===== config.mk =====
export PLATFORM = sky130hd
export DESIGN_NAME = reg_bank
export DESIGN_NICKNAME = d
export VERILOG_FILES = /design/src/rtl/cpu_pkg.sv /design/src/rtl/reg_cell.sv /design/src/rtl/reg_bank.sv
export SDC_FILE = /design/constraint.sdc
export NUM_CORES = 1
export LEC_CHECK = 0
export BUFFER_PORTS_ARGS = -buffer_cell sky130_fd_sc_hd__buf_2
export CAP_MARGIN = 30
export CORE_ASPECT_RATIO = 0.6
export CORE_MARGIN = 4
export CORE_UTILIZATION = 54
export DETAILED_ROUTE_END_ITERATION = 12
export HOLD_SLACK_MARGIN = 0.15
export PLACE_DENSITY = 0.88
export SLEW_MARGIN = 10
export SYNTH_ARGS = -nofsm -noshare
export SYNTH_HDL_FRONTEND = slang
export SYNTH_HIERARCHICAL = 1
export SYNTH_SLANG_ARGS = --single-unit

===== constraint.sdc =====
create_clock -name clk -period 3.9 [get_ports clk]
set_input_delay 0.585 -clock clk [delete_from_list [all_inputs] [get_ports clk]]
set_output_delay 0.585 -clock clk [all_outputs]
set_load 0.01 [all_outputs]

===== src/rtl/cpu_pkg.sv =====
// cpu_pkg: constants shared across the CPU datapath.
//   DATA_W          - datapath width in bits
//   REG_A .. REG_D  - register addresses; the bus multiplexer select
//                     uses the same encoding
package cpu_pkg;

    localparam int DATA_W = 8;

    localparam logic [1:0] REG_A = 2'd0;
    localparam logic [1:0] REG_B = 2'd1;
    localparam logic [1:0] REG_C = 2'd2;
    localparam logic [1:0] REG_D = 2'd3;

endpackage : cpu_pkg


===== src/rtl/reg_cell.sv =====
// reg_cell: one WIDTH-bit register with load, increment and decrement.
// Ports:
//   clk   - clock, rising edge
//   rst   - synchronous active-high reset to RST_VAL
//   ld    - load d (has priority over counting)
//   d     - load data
//   inc   - increment by one, modulo 2^WIDTH
//   dec   - decrement by one, modulo 2^WIDTH
//   q     - register contents
//   wrap  - combinational: the count applied at the coming edge wraps
//           (all-ones -> zero on inc, zero -> all-ones on dec)
module reg_cell #(
    parameter int               WIDTH   = 8,
    parameter logic [WIDTH-1:0] RST_VAL = '0
) (
    input  logic             clk,
    input  logic             rst,
    input  logic             ld,
    input  logic [WIDTH-1:0] d,
    input  logic             inc,
    input  logic             dec,
    output logic [WIDTH-1:0] q,
    output logic             wrap
);

    logic do_inc;
    logic do_dec;

    // inc and dec together cancel out; a load suppresses both.
    assign do_inc = !ld && inc && !dec;
    assign do_dec = !ld && dec && !inc;

    assign wrap = (do_inc && (q == '1)) || (do_dec && (q == '0));

    // NOTE: sequential state is updated with non-blocking assignments only,
    // so every flop samples the pre-edge values of its neighbours.
    always_ff @(posedge clk) begin
        if (rst) begin
            q <= RST_VAL;
        end else if (ld) begin
            q <= d;
        end else if (do_inc) begin
            q <= q + 1'b1;
        end else if (do_dec) begin
            q <= q - 1'b1;
        end
    end

endmodule : reg_cell


===== src/rtl/reg_bank.sv =====
// reg_bank: four 8-bit registers feeding the CPU's 4:1 data-bus multiplexer.
// Each register can be loaded from the bus or counted up/down in place.
// Ports:
//   clk       - clock, rising edge
//   rst       - synchronous active-high reset (A..C -> 0, D -> RST_D)
//   wr_en     - write wr_data into register wr_addr
//   wr_addr   - write target (REG_A..REG_D)
//   wr_data   - write data from the bus multiplexer
//   inc_en    - increment register cnt_addr
//   dec_en    - decrement register cnt_addr
//   cnt_addr  - count target (REG_A..REG_D)
//   A, B, C, D - registered contents
//   zero      - zero[i] high when register i is all zeros (from state only)
//   wrap      - registered one-cycle pulse after a counted register wrapped
module reg_bank
    import cpu_pkg::*;
#(
    parameter int               WIDTH = DATA_W,
    parameter logic [WIDTH-1:0] RST_D = '0
) (
    input  logic             clk,
    input  logic             rst,
    input  logic             wr_en,
    input  logic [1:0]       wr_addr,
    input  logic [WIDTH-1:0] wr_data,
    input  logic             inc_en,
    input  logic             dec_en,
    input  logic [1:0]       cnt_addr,
    output logic [WIDTH-1:0] A,
    output logic [WIDTH-1:0] B,
    output logic [WIDTH-1:0] C,
    output logic [WIDTH-1:0] D,
    output logic [3:0]       zero,
    output logic             wrap
);

    logic [WIDTH-1:0] q [4];
    logic [3:0]       ld;
    logic [3:0]       inc;
    logic [3:0]       dec;
    logic [3:0]       cell_wrap;

    // Per-cell enable decode. A write to the same register as the count
    // drops the count, so that cell never reports a wrap.
    // NOTE: every always_comb output gets a default before any conditional
    // assignment, so no latch can be inferred.
    always_comb begin
        ld  = '0;
        inc = '0;
        dec = '0;
        for (int i = 0; i < 4; i++) begin
            ld[i] = wr_en && (wr_addr == 2'(i));
            if ((inc_en ^ dec_en) && (cnt_addr == 2'(i)) && !ld[i]) begin
                inc[i] = inc_en;
                dec[i] = dec_en;
            end
        end
    end

    for (genvar g = 0; g < 4; g++) begin : g_cell
        localparam logic [WIDTH-1:0] RST_VAL = (g == int'(REG_D)) ? RST_D : '0;

        reg_cell #(
            .WIDTH   (WIDTH),
            .RST_VAL (RST_VAL)
        ) u_cell (
            .clk  (clk),
            .rst  (rst),
            .ld   (ld[g]),
            .d    (wr_data),
            .inc  (inc[g]),
            .dec  (dec[g]),
            .q    (q[g]),
            .wrap (cell_wrap[g])
        );
    end

    assign A = q[REG_A];
    assign B = q[REG_B];
    assign C = q[REG_C];
    assign D = q[REG_D];

    always_comb begin
        zero = '0;
        for (int i = 0; i < 4; i++) begin
            zero[i] = (q[i] == '0);
        end
    end

    // Registered so the pulse lines up with the wrapped value on the outputs.
    always_ff @(posedge clk) begin
        if (rst) begin
            wrap <= 1'b0;
        end else begin
            wrap <= |cell_wrap;
        end
    end

endmodule : reg_bank


* Word-level counts from Yosys, hierarchy flattened *
Index checks and enable logic that the tools add are counted.

word-level totals
  bits in latches = 0
  memories = 0
  input port bits = 17
  ROM bits = 0
  register bits after elaboration = 33
  bits in writable memories = 0
  word-level logic and storage cells = 107

cells by class
  eq/ne operators = 10
  muxes and demuxes = 20
  reduce and logical (&&, ||, !) cells = 63
  $add $sub $neg = 8
  shifts and indexed selects = 0
  div/mod/pow operators = 0
  multipliers = 0
  bitwise operators = 1
  magnitude comparators = 0

operators by type and width
  kind                                                                    count
  8-bit two-way mux                                                       12
  1-bit logical AND                                                       36
  8-bit by 1-bit adder with 8-bit output (second input constant)          4
  8-bit equality test (second input constant)                             4
  8-bit zero test                                                         4
  8-bit by 1-bit subtractor with 8-bit output (second input constant)     4
  1-bit zero test                                                         12
  3-bit nonzero test                                                      4
  2-bit equality test (second input constant)                             4
  1-bit two-way mux                                                       8
  2-bit by 1-bit equality test with 1-bit output (second input constant)  2
  2-bit zero test                                                         2
  1-bit logical OR                                                        4
  4-bit OR reduction                                                      1
  1-bit bitwise XOR                                                       1

* Logic depth before layout (Yosys ltp) *
Gate-level depths: netlist (run 1).

  depth in word-level cells = 10
  mapped depth = 9
  mapped depth without buffers = 9

* Hierarchy *
Netlist (run 1), hierarchy kept.

modules (own cells, without submodules)
  module                           area each (um^2)  cells each  sequential area each (um^2)  instances
  reg_cell (g_cell[0].u_cell ...)  739.5             90          160.2                        2
  reg_cell (g_cell[2].u_cell ...)  725.7             87          160.2                        2
  reg_bank                         210.2             30          20.0                         1

* Worst setup path before layout (run 1) *
OpenSTA, ideal clock, no wires.

  path kind = input to register
  from = in wr_en
  to = reg g_cell[1].u_cell.q[5]
  path slack = 0.667 ns
  buffers on the path = 0
  setup time = 0.071 ns
  cell stages on the path = 9
  required time = 3.829 ns
  arrival time = 3.162 ns
  cell sequence = and3b_1 > nor4b_1 > or3b_4 > ha_1 > a211oi_1 > o21ai_1 > xnor2_1 > a211o_1 > a21oi_1

between the ends
  word-level cells in the longest chain between the ends = 8
  elaborated cells between the ends (all ways) = 14
  classes of those cells = 4 x mux; 10 x reduce/logical

RTL lines
  item                             RTL line        source
  start, declared                  reg_bank.sv:23  input logic wr_en,
  1-bit logical AND *              reg_bank.sv:52  ld[i] = wr_en && (wr_addr == 2'(i));
  1-bit zero test *                reg_bank.sv:53  if ((inc_en ^ dec_en) && (cnt_addr == 2'(i)) && !ld[i]) begin
  1-bit logical AND *              reg_bank.sv:53
  1-bit two-way mux *              reg_bank.sv:53
  via inc[1]                       reg_bank.sv:39  logic [3:0] inc;
  1-bit logical AND (2 in series)  reg_cell.sv:30  assign do_inc = !ld && inc && !dec;
  8-bit two-way mux                reg_cell.sv:42  end else if (do_inc) begin
  8-bit two-way mux                reg_cell.sv:40  end else if (ld) begin
  end signal, assigned             reg_cell.sv:43  q <= q + 1'b1;
  end signal, assigned             reg_cell.sv:45  q <= q - 1'b1;
  end, declared                    reg_cell.sv:22  output logic [WIDTH-1:0] q,

The timed path passes the listed nets; every way through them passes the cells marked *.
A chain may end at the register's enable or synchronous reset.

* Worst setup path in the final report (run 1) *
  from = in wr_addr[1]
  to = reg g_cell[2].u_cell.q[7]

between the ends
  word-level cells in the longest chain between the ends = 9
  elaborated cells between the ends (all ways) = 15
  classes of those cells = 1 x eq/ne; 4 x mux; 10 x reduce/logical

RTL lines
  item                             RTL line        source
  start, declared                  reg_bank.sv:24  input logic [1:0] wr_addr,
  2-bit equality test *            reg_bank.sv:52
  1-bit logical AND *              reg_bank.sv:52
  via ld[2]                        reg_bank.sv:38  logic [3:0] ld;
  1-bit zero test *                reg_bank.sv:53
  1-bit logical AND *              reg_bank.sv:53
  1-bit two-way mux *              reg_bank.sv:53
  via inc[2]                       reg_bank.sv:39
  1-bit logical AND (2 in series)  reg_cell.sv:30
  8-bit two-way mux                reg_cell.sv:42
  8-bit two-way mux                reg_cell.sv:40
  end signal, assigned             reg_cell.sv:43
  end signal, assigned             reg_cell.sv:45
  end, declared                    reg_cell.sv:22

Marks and branches as above.

==> results of run 1 <==
## final timing paths
kind	slack [ps]	end	start
hold / removal	590	g_cell[3].u_cell/q[5]$_SDFFE_PP0P_	wr_data[5]
hold reg to reg	680	g_cell[0].u_cell/q[3]$_SDFFE_PP0P_	g_cell[0].u_cell/q[3]$_SDFFE_PP0P_
setup reg to reg	1800	g_cell[3].u_cell/q[6]$_SDFFE_PP0P_	g_cell[3].u_cell/q[0]$_SDFFE_PP0P_
setup / recovery	700	g_cell[2].u_cell/q[7]$_SDFFE_PP0P_	wr_addr[1]
## cell families (layout without fill, tap and decap cells)
group           Yosys count  count (layout)  share of synthesized area
simple gates            141             141                      0.236
compound gates          116             116                      0.263
flops                    33              33                      0.210
fa+ha+maj                32              32                      0.137
xor+xnor                 28              28                     0.0781
buf+inv                  22              81                     0.0374
mux                      12              12                     0.0382
## registers in the layout, summed over array words and instances (netlist names)
register         count
g_cell.u_cell/q     32
wrap                 1
## Yosys cell counts (6+ instances only)
cell,n,share of area
sky130_fd_sc_hd__clkbuf_1,8,0.0096
sky130_fd_sc_hd__nor4b_1,8,0.022
sky130_fd_sc_hd__mux2i_1,12,0.038
sky130_fd_sc_hd__xor2_1,14,0.039
sky130_fd_sc_hd__dfxtp_1,33,0.21
sky130_fd_sc_hd__nand2_1,27,0.032
sky130_fd_sc_hd__inv_1,6,0.0072
sky130_fd_sc_hd__a21o_1,10,0.024
sky130_fd_sc_hd__o211ai_1,10,0.024
sky130_fd_sc_hd__a211oi_1,12,0.029
sky130_fd_sc_hd__nand4_1,8,0.016
sky130_fd_sc_hd__ha_1,28,0.11
sky130_fd_sc_hd__nor2_1,45,0.054
sky130_fd_sc_hd__or4_1,8,0.019
sky130_fd_sc_hd__a211o_1,10,0.028
sky130_fd_sc_hd__nor3_1,14,0.022
sky130_fd_sc_hd__xnor2_1,14,0.039
sky130_fd_sc_hd__a21oi_1,44,0.070
sky130_fd_sc_hd__nor4_1,9,0.018
## worst reg2reg max path: stages (launching register included)
cell                       delay [ps]
sky130_fd_sc_hd__dfxtp_1          420
sky130_fd_sc_hd__fa_1             490
sky130_fd_sc_hd__a21o_1           200
sky130_fd_sc_hd__a221oi_1         370
sky130_fd_sc_hd__xor2_1           120
sky130_fd_sc_hd__a211o_1          310
sky130_fd_sc_hd__a21oi_1          110
## stage by stage
stage	utilization	cell area [sq um]	total power [uW]	cells	hold slack [ps]
2_1_floorplan	-	3140	803	384	656
3_3_place_gp	0.629	3520	922	515	652
3_5_place_dp	0.629	3520	940	515	665
4_1_cts	0.647	3620	1240	523	579
5_1_grt	0.647	3620	1320	523	604
6_report	0.647	3620	1240	523	594
## power by group
part / internal [uW] / switching, uW
clock: 160 / 143
sequential: 367 / 54.3
combinational: 243 / 276
total: 770 / 474
## layer usage
layer | share of wire | up-vias
li1 | - | 1579
met1 | 0.46 | 1501
met2 | 0.44 | 119
met3 | 0.076 | 16
met4 | 0.015 | 0
met5 | 0 | -
## cell usage in the layout, fill, tap and decap left out, drive strengths merged, types with 12 or more instances in the layout
cell type / count
buf: 67
a21oi: 46
nor2: 45
dfxtp: 33
ha: 28
nand2: 27
nor3: 14
xor2: 14
xnor2: 14
o211ai: 14
a211oi: 12
mux2i: 12
## cell type report
class | count | area, sq um
inverters | 6 | 22.5
repair buffers | 67 | 370
multi-input cells | 329 | 2370
clock inverters | 1 | 5.00
well taps | 80 | 100
clock buffers | 7 | 96.3
fillers | 510 | 1970
flip-flops and latches | 33 | 661
==> qor.csv, run 1 <==
metric;value;unit
globalplace.congestion;0.910;
route.detailed.drc;0;
dp_hpwl;6500;um
dieWidth;106;um
worst_path_dominant_cell_family;compound AO/OA/AOI/OAI gates;
grt_start_max_net_pins;40;
clk-insertion-delay-late;300;ps
clock_sink_count;33;
globalRouteMet3Util;0.0532;
top_reg_cell_synth;sky130_fd_sc_hd__dfxtp_1;
critical_path.max_fanout;11;
busiest_layer;met2;
max_clock_buf_depth;2;
drt-pass1-iter-count;5;
final_max_slew_viol_count;0;
cts_resized;0;
buffer_ports.inserted;53;
tightestPinTransition;723;ps
area_growth;15.3;%
grt_pass1_vias;2940;
ys_seq_elements;33;
initial_cell_density_of_the_core;0.561;
holdPathStages;3;
clock_skew;6.45;ps
yosys_warnings;6;
layout_setup_ws;704;ps
global_routing_usage_on_met2;0.394;
drt-total-wl;8590;um
worstPathBufferInverterCount;1;
cts-htree-levels;2;
post_synth_edffs;0;
grt_overflow_total;0;
globalRouteTotalUtil;0.253;
placeableCoreArea;5600;sq um
mappedNetlistNets;433;
startpoint_class_of_the_critical_path;primary input;
netlist_area;3140;sq um
worstHoldPathType;primary input to register;
seq_area_frac_synth;0.210;
critical_path_depth;10;
globalRouteMet1Util;0.351;
timing_hold_violations_final;0;
io_pins;54;
rr_worst_depth;6;
first_pass_grt_wire_length;14300;um
leakage;0.00160;uW
timing.max_slew.rel_slack;0.518;
cts_hold_buffers;0;
route.vias.total;3215;
die_area;7140;sq um
min_period_over_period;0.819;
diodes;0;
maxCapViolCount;0;
numCtsBuffers;5;
cts_tree;yes;
required;4090;ps
critical_path.max_stage_delay;520;ps
synth_cell_type_count;40;
p_per_area;343;nW/um^2
ant_nets;0;
setup-tns-final;0;ps
drive_above_1_share;0.203;
ys_async_sr_fraction;0;
path_cells;buf_2 > and3b_1 > nor4b_1 > or3b_4 > ha_1 > a211oi_1 > o211ai_1 > a2bb2oi_2 > mux2i_1 > a311o_1;
setup_viol;0;
place_ws;459;ps
critPathCaptureType;register;
dr.first_iter.drc_count;175;
fmax;313;MHz
critPathSlowestCell;sky130_fd_sc_hd__or3b_4;
layout.nets;491;
die_h;67.1;um
root_buffer;sky130_fd_sc_hd__clkbuf_8;
clk_transition_reported_paths;70;ps
antenna_violations_before_repair;0;
synthCells;384;
vdd_ir_drop_max;0.242;mV
wl_per_cell;16.4;um
rsz_0062_raised_after_global_routing;no;
worstPathArrival;3380;ps
drt-vias-per-instance;6.15;
avgSynthCellArea;8.18;sq um
outcome;finished, final reports clean;
row_count;21;
post_route_minimum_period;3200;ps
crit_type;primary input to register;
cts.repair_timing.setup_buffer_count;0;
No activity file was read; power rests on OpenSTA's default activity.
==> inputs of run 2 (changes only) <==
Settings changed: CORE_UTILIZATION 54 to 52, PLACE_DENSITY 0.88 to 0.89.
Clock period 3.9 ns to 2.8 ns, I/O delays scaled along.
==> run 2 against run 1 <==
Compared with the run above: the run now ends with setup timing left; clock power up 23%; die area up 3.5%; cell area up 17%; register-to-register slack worse by 1000 ps; critical path type unchanged; largest cell class unchanged; highest routed layer unchanged.
==> qor.csv, run 2 (same netlist as run 1, synthesis figures left out) <==
metric;value;unit;change
leading_cell_type_in_the_layout_fill_and_taps_excluded;sky130_fd_sc_hd__buf_4;;
cts-htree-levels;2;;unchanged
register_name_with_the_most_flops;g_cell.u_cell/q;;
first_pass_grt_wire_length;15400;um;+8.0%
min_period_over_period;1.01;;
layout_common_cells;75 x sky130_fd_sc_hd__buf_4, 53 x sky130_fd_sc_hd__buf_2, 45 x sky130_fd_sc_hd__nor2_1;;
worstHoldPathType;primary input to register;;
die_area;7390;sq um;+3.5%
area_growth;34.8;%;
leakage;0.00191;uW;+20%
route.detailed.drc;0;;unchanged
critical_path.max_fanout;5;;-6
dieWidth;108;um;+1.8%
outcome;complete, but fails checks;;
row_count;21;;unchanged
route.vias.total;3538;;+10%
wl_per_cell;16.4;um;about the same
cts_hold_buffers;0;;unchanged
drt-pass1-iter-count;5;;unchanged
grt_start_max_net_pins;26;;-35%
critPathCaptureType;register;;
clock_sink_count;33;;unchanged
drive_above_1_share;0.343;;+0.139
setup_viol;1;;+1
buffer_ports.inserted;53;;unchanged
worstPathArrival;3050;ps;-330 ps
largest_register_ff_count;32;;unchanged
diodes;0;;unchanged
clock_skew;10.3;ps;+3.80 ps
dp_hpwl;7400;um;+14%
timing.max_slew.rel_slack;0.680;;+0.162
crit_type;primary input to register;;
io_pins;54;;unchanged
grt_pass1_vias;3204;;+9.0%
failed_checks;setup timing;;
rsz_0062_raised_after_global_routing;yes;;
final_max_slew_viol_count;0;;unchanged
cts_tree;yes;;
root_buffer;sky130_fd_sc_hd__clkbuf_8;;
placedInstanceArea;4070;sq um;+16%
finalInstanceArea;4230;sq um;+17%
r2r_setup_slack;770;ps;-1030 ps
drt-vias-per-instance;6.05;;-1.6%
drt-total-wl;9600;um;+12%
required;3030;ps;-1060 ps
placeableCoreArea;5700;sq um;+1.9%
setup-tns-final;-25.4;ps;-25.4 ps
globalRouteTotalUtil;0.265;;+0.0122
clk-insertion-delay-late;290;ps;about the same
die_h;68.2;um;+1.7%
globalplace.congestion;0.908;;-0.20%
post_route_minimum_period;2830;ps;
layout_setup_ws;-25.4;ps;-730 ps
vdd_ir_drop_max;0.271;mV;+12%
initial_cell_density_of_the_core;0.551;;-0.0103
numCtsBuffers;5;;unchanged
grt_overflow_total;0;;unchanged
registers_with_the_most_flip_flops;g_cell.u_cell/q (32), wrap (1);;
fmax;354;MHz;
dr.first_iter.drc_count;234;;+34%
max_clock_buf_depth;2;;unchanged
timing_hold_violations_final;0;;unchanged
clk_transition_reported_paths;80;ps;about the same
ant_nets;0;;unchanged
antenna_violations_before_repair;0;;unchanged
maxCapViolCount;0;;unchanged
p_per_area;434;nW/um^2;+26%
layout.nets;553;;+13%
tightestPinTransition;477;ps;-246 ps
startpoint_class_of_the_critical_path;primary input;;
run 2: final timing paths:
kind | start | to | cells after the start
worst max-delay path | wr_en | g_cell[2].u_cell/q[6]$_SDFFE_PP0P_ | 10
worst min-delay path | wr_data[5] | g_cell[1].u_cell/q[5]$_SDFFE_PP0P_ | 3
worst max register to register | g_cell[3].u_cell/q[1]$_SDFFE_PP0P_ | g_cell[3].u_cell/q[7]$_SDFFE_PP0P_ | 7
worst min register to register | g_cell[0].u_cell/q[3]$_SDFFE_PP0P_ | g_cell[0].u_cell/q[3]$_SDFFE_PP0P_ | 3
run 2: power by group:
group / internal, uW / switching (uW) / total, uW / leakage [uW]
registers: 511 / 82.1 / 593 / 0.000271
logic: 446 / 425 / 872 / 0.00160
clock network: 172 / 200 / 372 / 0.0000439
run 2: worst max-delay path: stages:
cell and delay, ps:
sky130_fd_sc_hd__buf_2 120, sky130_fd_sc_hd__and3b_2 250, sky130_fd_sc_hd__nor4b_4 330, sky130_fd_sc_hd__or3b_4 510, sky130_fd_sc_hd__fa_2 370, sky130_fd_sc_hd__a21o_1 200
sky130_fd_sc_hd__a221oi_2 300, sky130_fd_sc_hd__xor2_1 120, sky130_fd_sc_hd__a211o_1 280, sky130_fd_sc_hd__a21oi_2 140
run 2: cell type report:
type                            instances  area [sq um]
Multi-Input combinational cell        330          2530
Fill cell                             441          1470
Timing Repair Buffer                  128           828
Sequential cell                        33           661
Tap cell                               80           100
Clock buffer                            5          68.8
Inverter                                6          22.5
Clock inverter                          3          17.5
run 2: metal layers:
metal	track usage	wire length, um	up-vias
met5	0	0	-
met4	0.0457	90	0
met3	0.0500	736	13
met2	0.452	4500	148
met1	0.358	4280	1676
li1	-	-	1701
run 2: stage by stage:
stage	instances	total power, uW	hold WS, ps	utilization	worst slack [ps]
after floorplan	384	1140	492	-	-42.7
after global routing	585	1960	441	0.742	-117
after detailed placement	574	1440	670	0.714	-366
after CTS	583	1810	440	0.731	21.8
after global placement	574	1410	648	0.714	-257
final	585	1840	443	0.742	-25.4
run 2: timing repair:
item / 4_1_cts / 5_1_grt
gates cloned: 0 / 1
setup endpoints to repair: 2 / 4
gates resized for setup: 1 / 9
pin swaps: 0 / 11
setup buffers: 1 / 1
